`config.mk`:
```
export PLATFORM = sky130hd
export DESIGN_NAME = uart_tx_fifo
export DESIGN_NICKNAME = d
export VERILOG_FILES = /design/src/rtl/uart_tx_fifo.sv
export SDC_FILE = /design/constraint.sdc
export NUM_CORES = 1
export LEC_CHECK = 0
export BUFFER_PORTS_ARGS = -buffer_cell sky130_fd_sc_hd__buf_2
export CORE_ASPECT_RATIO = 2
export CORE_UTILIZATION = 40
export DETAILED_ROUTE_END_ITERATION = 16
export GPL_TIMING_DRIVEN = 0
export PLACE_DENSITY = 0.53
export SYNTH_ARGS = -nofsm -noshare
export SYNTH_HDL_FRONTEND = slang
export SYNTH_SLANG_ARGS = --single-unit
```
`constraint.sdc`:
```
create_clock -name CLK -period 2.8 [get_ports CLK]
set_input_delay 0.14 -clock CLK [delete_from_list [all_inputs] [get_ports CLK]]
set_output_delay 0.14 -clock CLK [all_outputs]
set_load 0.02 [all_outputs]
```
`src/rtl/uart_tx_fifo.sv`:
```
// UART transmitter with a valid/ready input FIFO, configurable data width, parity and stop bits.
// Frames go out back-to-back with no idle gap while the FIFO holds data.
module uart_tx_fifo #(
  parameter int CLK_DIV    = 217,
  parameter int DATA_BITS  = 8,
  parameter int PARITY     = 0,
  parameter int STOP_BITS  = 1,
  parameter int FIFO_DEPTH = 4
) (
  input  logic                          CLK,
  input  logic                          RST_N,
  input  logic [DATA_BITS-1:0]          data_i,
  input  logic                          valid_i,
  output logic                          ready_o,
  output logic                          tx_o,
  output logic                          busy_o,
  output logic [$clog2(FIFO_DEPTH):0]   level_o
);
  localparam int AW = $clog2(FIFO_DEPTH);
  localparam int CW = (CLK_DIV > 1) ? $clog2(CLK_DIV) : 1;

  typedef enum logic [2:0] {IDLE, START, DATA, PAR, STOP} state_e;

  logic [DATA_BITS-1:0] mem_q [FIFO_DEPTH];
  logic [AW-1:0]        wp_q, rp_q;
  logic [AW:0]          lvl_q;
  logic                 push, pop, load, bit_end;
  logic [DATA_BITS-1:0] head;

  state_e               st_q, st_d;
  logic [CW-1:0]        cnt_q, cnt_d;
  logic [3:0]           bit_q, bit_d;
  logic [DATA_BITS-1:0] sh_q, sh_d;
  logic                 par_q, par_d, tx_q, tx_d, busy_q, busy_d;

  assign ready_o = (lvl_q != (AW+1)'(FIFO_DEPTH));
  assign push    = valid_i & ready_o;
  assign head    = mem_q[rp_q];
  assign bit_end = (cnt_q == CW'(CLK_DIV-1));

  always_ff @(posedge CLK) begin
    if (push) mem_q[wp_q] <= data_i;
  end

  always_ff @(posedge CLK or negedge RST_N) begin
    if (!RST_N) begin
      wp_q  <= '0;
      rp_q  <= '0;
      lvl_q <= '0;
    end else begin
      if (push) wp_q <= wp_q + AW'(1);
      if (pop)  rp_q <= rp_q + AW'(1);
      lvl_q <= lvl_q + (AW+1)'(push) - (AW+1)'(pop);
    end
  end

  always_comb begin
    st_d   = st_q;
    cnt_d  = cnt_q;
    bit_d  = bit_q;
    sh_d   = sh_q;
    par_d  = par_q;
    tx_d   = tx_q;
    busy_d = busy_q;
    load   = 1'b0;
    pop    = 1'b0;
    if (st_q != IDLE) cnt_d = bit_end ? '0 : cnt_q + CW'(1);
    case (st_q)
      IDLE:  load = (lvl_q != '0);
      START: if (bit_end) begin
        st_d  = DATA;
        tx_d  = sh_q[0];
        bit_d = '0;
      end
      DATA: if (bit_end) begin
        if (bit_q == 4'(DATA_BITS-1)) begin
          if (PARITY != 0) begin
            st_d = PAR;
            tx_d = par_q;
          end else begin
            st_d  = STOP;
            tx_d  = 1'b1;
            bit_d = '0;
          end
        end else begin
          // the shifter's LSB is always the bit on the line
          sh_d  = sh_q >> 1;
          tx_d  = sh_q[1];
          bit_d = bit_q + 4'd1;
        end
      end
      PAR: if (bit_end) begin
        st_d  = STOP;
        tx_d  = 1'b1;
        bit_d = '0;
      end
      STOP: if (bit_end) begin
        if (bit_q == 4'(STOP_BITS-1)) begin
          load = (lvl_q != '0);
          if (!load) begin
            st_d   = IDLE;
            busy_d = 1'b0;
            tx_d   = 1'b1;
          end
        end else begin
          bit_d = bit_q + 4'd1;
        end
      end
      default: st_d = IDLE;
    endcase
    // a pop starts the next frame on the following edge, from IDLE or the last stop cycle
    if (load) begin
      pop    = 1'b1;
      sh_d   = head;
      par_d  = (^head) ^ (PARITY == 1);
      tx_d   = 1'b0;
      busy_d = 1'b1;
      st_d   = START;
      cnt_d  = '0;
    end
  end

  always_ff @(posedge CLK or negedge RST_N) begin
    if (!RST_N) begin
      st_q   <= IDLE;
      cnt_q  <= '0;
      bit_q  <= '0;
      sh_q   <= '0;
      par_q  <= 1'b0;
      tx_q   <= 1'b1;
      busy_q <= 1'b0;
    end else begin
      st_q   <= st_d;
      cnt_q  <= cnt_d;
      bit_q  <= bit_d;
      sh_q   <= sh_d;
      par_q  <= par_d;
      tx_q   <= tx_d;
      busy_q <= busy_d;
    end
  end

  assign tx_o    = tx_q;
  assign busy_o  = busy_q;
  assign level_o = lvl_q;
endmodule

```
==> results of run 1 <==
## area by class of cell
cell class | count | area share
Buffer | 11 | 0.01776
Clock buffer | 9 | 0.06392
Clock inverter | 7 | 0.02699
Inverter | 14 | 0.01562
Multi-Input combinational cell | 142 | 0.3171
Sequential cell | 64 | 0.5004
Tap cell | 92 | 0.03267
Timing Repair Buffer | 17 | 0.02557
## critical path: cells and delay by family (launching register included)
family | cells | cell delay (ps)
adders and majority gates | 4 | 950
and+or+nand+nor | 2 | 580
buffers and inverters | 3 | 280
AOI/OAI and AO/OA | 1 | 280
DFF | 1 | 400
## worst paths after layout
check,from,endpoint,slack [ps],cells after the start
setup / recovery,bit_q[0],level_o[1],190,10
hold / removal,data_i[5],mem_q[0][5],20,1
setup reg to reg,bit_q[0],level_o[1],190,10
hold reg to reg,busy_o,busy_o,500,2
max in group asynchronous,RST_N,sh_q[7],1910,2
min in group asynchronous,RST_N,cnt_q[2],410,2
## cell usage in the layout, fill, tap and decap left out, types with 6 or more instances in the layout
cell type and count:
edfxtp_1 32, dfrtp_1 31, buf_2 18, inv_1 13
nand3_1 13, nor2_1 12, o21ai_0 10, o21ai_1 10
ha_1 10, clkbuf_16 9, nand2_1 8, mux4_2 8
xnor2_1 7, mux2i_1 6
## timing repair
action / CTS / global route
endpoints found under the setup margin: 2 / 2
endpoints found under the hold margin: 31 / 0
gates resized for setup: 3 / 3
gates cloned: 0 / 0
hold buffers: 1 / 0
pin swaps: 0 / 0
## cells by family after synthesis
family / count (synthesis)
compound gates: 39
buf+inv: 25
xor+xnor: 11
mux: 15
fa+ha+maj: 11
flops: 64
simple gates: 66
## through the flow
step	utilization	std cells	TNS, ps	hold slack (ps)
after floorplan	-	231	0	-155.6
after global placement	0.4398	339	-144.1	255.2
after detailed placement	0.4398	339	-193.7	261.7
after CTS	0.4868	356	0	12.53
after global routing	0.4886	356	0	19.82
final	0.4886	356	0	21.87
## power groups by stage
| stage | Clock (mW) | Combinational [mW] | Sequential (mW) |
|---|---|---|---|
| detailed placement | 0 | 0.345 | 1.22 |
| global route | 1.25 | 0.377 | 1.21 |
| floorplan | 0 | 0.206 | 1.23 |
| finish | 1.19 | 0.335 | 1.20 |
| global placement | 0 | 0.341 | 1.21 |
| CTS | 1.22 | 0.346 | 1.20 |
## layer usage
| metal | global-route usage | routed length, um | vias to the layer above |
|---|---|---|---|
| met5 | 0 | 0 | - |
| met4 | 0.1192 | 177 | 0 |
| met3 | 0.03480 | 116 | 13 |
| met2 | 0.3212 | 3237 | 23 |
| met1 | 0.1652 | 2111 | 923 |
| li1 | - | - | 909 |
## sequential cells by signal (all words and copies together), names as in the netlist
signal   cells
mem_q       32
sh_q         8
cnt_q        8
st_q         3
rp_q         2
level_o      3
tx_o         1
bit_q        4
busy_o       1
wp_q         2
==> flow_summary.ini, run 1 <==
[die]
start_util = 0.4127
num_io_pins = 17
fp.dieH_um = 124.0
coreArea_mm2 = 0.007212
die_x_um = 63.00
dieArea_mm2 = 0.007811
rows = 44

[global_routing]
gr-total-overflow = 0
grtUsageTotal = 0.1720
grt_pass1_vias = 1985
grt_pass1_wl_um = 9660
grt_antenna_before_repair = 0
grt_max_degree = 33

[drt]
vias = 1868
drtIter0Drc = 79
finalWirelength_um = 5643
drtPass1Iterations = 4
antenna_left = 0
wl_per_cell_um = 15.85
drc = 0
viasPerCell = 5.247

[hold_path]
hold_class = input pin to flop

[timing]
clock_skew_ps = 4.081
slew_viol_final = 0
period_needed_ps = 2615
relSlewSlack = 0.4783
hold_violations = 0
fmax_mhz = 382.5
tightest_slew_ps = 782.6
rsz0062_at_grt = false
finalSetupViolations = 0
period_share = 0.9338
timing.final.ws_setup_ps = 185.4

[pwr]
p_sw_frac = 0.2489
p_leak_nw = 1.380
max-vdd-ir-drop_v = 0.0005528
power.total_mw = 2.720
p_seq_frac = 0.440
p_sw_mw = 0.6771
cellPowerDensity_mw_per_mm2 = 772.1
pwr-share-comb = 0.123
p_clk_frac = 0.437
internal_power_mw = 2.043

[final_layout]
finalNetCount = 281
drive_above_1_share = 0.1970
antennaDiodeCount = 0
fin_area_mm2 = 0.003523
area_growth_pct = 18.37
seq_area_mm2 = 0.001763
n_fill_cell = 688
multi_input_area_mm2 = 0.001117

[yosys]
synthAdderAreaFrac = 0.04876
synth-edff-count = 32
synth_top_area_cell = edfxtp_1
synthCells = 231
synth_cell_type_count = 47
syn-mean-instance-area_um2 = 12.89
syn-num-nets = 253
synth_top_family_by_area = simple AND/OR/NAND/NOR gates
yosys_warnings = 0
yosysSeqAreaShare = 0.5923
yosys.area_share.simple = 0.1219
syn_area_mm2 = 0.002977
netlist.area_leader.share = 0.3228
synth.mux.area_fraction = 0.08449
ys_ff_latch = 64
synth-compound-area-share = 0.08155
synthTopCellsByCount = edfxtp_1 (32), dfrtp_1 (31), inv_1 (13), nand3_1 (13), nor2_1 (12)
synth_area_leaders = edfxtp_1 (32%), dfrtp_1 (26%), mux4_2 (6.1%)
synth.most_common_cell = edfxtp_1
synthArstFlopShare = 0.5000
synth_xor_area_frac = 0.03237
synth_top_flop_cell = edfxtp_1

[worst_setup_path]
end_kind = flop
cpMostUsedCell = ha_1
required_ps = 3000
worst_setup_path_start_kind = flop
slowest_delay_ps = 430
cp_slowest_cell = or3b_4
worstPathMaxFanout = 9
crit_type = flop to flop
crit_chain = inv_1 > ha_1 > or3b_4 > o31ai_4 > nand2_2 > inv_4 > ha_1 > inv_1 > ha_1 > fa_1
cp.arrival_ps = 2820

[clock_network]
clockRootBuffer = clkbuf_16
cts.clk_slew.worst_paths_ps = 60
cts_tree = built
cts.htree.levels = 3
cts_buffers = 9
cts_setup_buffers = 0
ctsLongestPathBuffers = 2
cts_sinks = 64
insertion_delay_ps = 330

[placement]
place_area_mm2 = 0.003172
gp_congestion = 0.7286
dp_hpwl_um = 4015
numPortBuffers = 16
post-place-ws_ps = -105.8

[status]
outcome = finished clean

[flow_run]
max-cap-violations = 0
(Power assumes the default switching activity.)
==> run 2, diff against run 1 <==
BUFFER_PORTS_ARGS = -buffer_cell sky130_fd_sc_hd__clkbuf_2   (was -buffer_cell sky130_fd_sc_hd__buf_2)
PLACE_DENSITY = default   (was 0.53)
PLACE_DENSITY_LB_ADDON = 0.2   (was default)
==> run 2 against run 1 <==
Register-to-register slack about the same; routed wire length shrank 0.27%; power grew 2.2%; global-route usage decreased by 0.53 points; highest routed layer unchanged.
==> flow_summary.ini, run 2 (same netlist as run 1, synthesis figures left out) <==
[global_routing]
grt_pass1_vias = 1973
use_met3 = 0.04487
top_usage_layer = met2
grtUsageMet1 = 0.1664
grt_pass1_wl_um = 9556
grtUsageMet2 = 0.2984
gr-total-overflow = 0
grt_antenna_before_repair = 0
grt_max_degree = 33
grtUsageTotal = 0.1666

[clock_network]
ctsLongestPathBuffers = 2
insertion_delay_ps = 330
cts.htree.levels = 3
cts.clk_slew.worst_paths_ps = 50
clockRootBuffer = clkbuf_16
cts_buffers = 9
cts_sinks = 64
cts_tree = built

[timing]
fin_tns_setup_ps = 0
period_needed_ps = 2626
period_share = 0.9380
relSlewSlack = 0.4615
finalSetupViolations = 0
tightest_slew_ps = 807.8
fmax_mhz = 380.7
hold_violations = 0
clock_skew_ps = 5.230
rsz0062_at_grt = false
slew_viol_final = 0

[final_layout]
final-instance-count-excl-fill = 356
multi_input_area_mm2 = 0.001106
largest_reg_flops = 32
finalCoreUtilization = 0.4898
area_growth_pct = 18.66
antennaDiodeCount = 0
final_cell_mix = edfxtp_1 (32), dfrtp_1 (31), clkbuf_2 (16), inv_1 (13), nand3_1 (13)
seq_area_mm2 = 0.001763
final_common_cell = edfxtp_1
drive_above_1_share = 0.1932
top_register = mem_q
reg_top3 = mem_q (32), cnt_q (8), sh_q (8)
n_fill_cell = 652
finalNetCount = 282

[hold_path]
min-delay-start = data_i[2]
whs_endpoint = mem_q[0][2]
min_path_cells = 1
hold_class = input pin to flop

[drt]
drtIter0Drc = 104
finalWirelength_um = 5628
drc = 0
vias = 1887
viasPerCell = 5.301
antenna_left = 0
wl_per_cell_um = 15.81
drtPass1Iterations = 4

[die]
rows = 44
coreArea_mm2 = 0.007212
dieArea_mm2 = 0.007811
die_x_um = 63.00
num_io_pins = 17
start_util = 0.4127
fp.dieH_um = 124.0

[worst_setup_path]
worst_setup_path_start_kind = flop
end_kind = flop
rr_worst_depth = 11
crit_type = flop to flop
required_ps = 3010
cp.arrival_ps = 2830
r2r-end = level_o[2]
worstPathMaxFanout = 9
rr_startpoint = bit_q[0]
reg2reg_slack_ps = 170

[status]
outcome = finished clean

[placement]
gp_congestion = 0.7465
numPortBuffers = 16
dpl.cell_count = 339
dp_hpwl_um = 4031

[pwr]
max-vdd-ir-drop_v = 0.0004832
p_leak_nw = 1.396
cellPowerDensity_mw_per_mm2 = 786.8

[flow_run]
max-cap-violations = 0
==> run 2: changes by cell type in the layout (fill, tap and decap cells not counted) <==
cell,before,now
inv_6,1,0
o31ai_2,0,1
o31ai_4,1,0
buf_4,1,2
clkbuf_2,0,16
inv_4,1,0
clkinvlp_4,3,2
clkinv_2,0,1
buf_2,18,2
bufinv_16,2,3
nand2_2,1,0
nand2_1,8,9
==> run 2: through the flow <==
step                setup WS, ps  hold slack (ps)  instance area [um^2]  total power [mW]
finish                     173.5            28.62                  3532             2.779
global route               32.94            31.86                  3532             2.893
CTS                        45.49            22.62                  3525             2.816
detailed placement        -70.19            280.7                  3172             1.560
global placement          -73.23            285.3                  3172             1.545
floorplan                  308.5           -155.6                  2977             1.433
==> run 2: area by class of cell <==
class | count | area share
multi-input cells | 142 | 0.3131
flip-flops and latches | 64 | 0.4991
repair buffers | 18 | 0.02763
clock buffers | 9 | 0.06376
inverters | 14 | 0.01523
clock inverters | 6 | 0.03082
well taps | 92 | 0.03259
plain buffers | 11 | 0.01771
==> run 2: repair_timing <==
action	4_1_cts	5_1_grt
setup endpoints to repair	2	2
setup buffers	1	0
hold endpoints to repair	31	0
pin swaps	1	0
resized for setup	1	2
hold buffers	1	0
==> run 2: routing by layer <==
| metal | routed length (um) | share of wire |
|---|---|---|
| met5 | 0 | 0 |
| met4 | 179 | 0.032 |
| met3 | 162 | 0.029 |
| met2 | 3171 | 0.56 |
| met1 | 2114 | 0.38 |
==> run 2: worst max-delay path, cell delays in order, from the launching register on <==
cell,delay (ps)
dfrtp_1,410
inv_1,90
ha_1,150
or3b_4,420
o31ai_2,290
nand2_1,130
clkinv_2,140
ha_1,140
inv_1,40
ha_1,190
fa_1,380
xnor2_1,140
==> run 2: how the worst max path moves through the flow <==
stage / startpoint / end / cells past startpoint
after global routing: bit_q[0] / level_o[2] / 11
after global placement: bit_q[0] / level_o[1] / 10
after CTS: bit_q[0] / level_o[2] / 11
final: bit_q[0] / level_o[2] / 11
after detailed placement: bit_q[0] / level_o[2] / 11
after floorplan: bit_q[0] / level_o[1] / 10
==> run 2: where the power goes <==
| part | total, mW | switching [mW] | internal, mW |
|---|---|---|---|
| Clock | 1.25 | 0.387 | 0.860 |
| Sequential | 1.20 | 0.0624 | 1.14 |
| Combinational | 0.334 | 0.204 | 0.130 |
| Total | 2.78 | 0.654 | 2.13 |
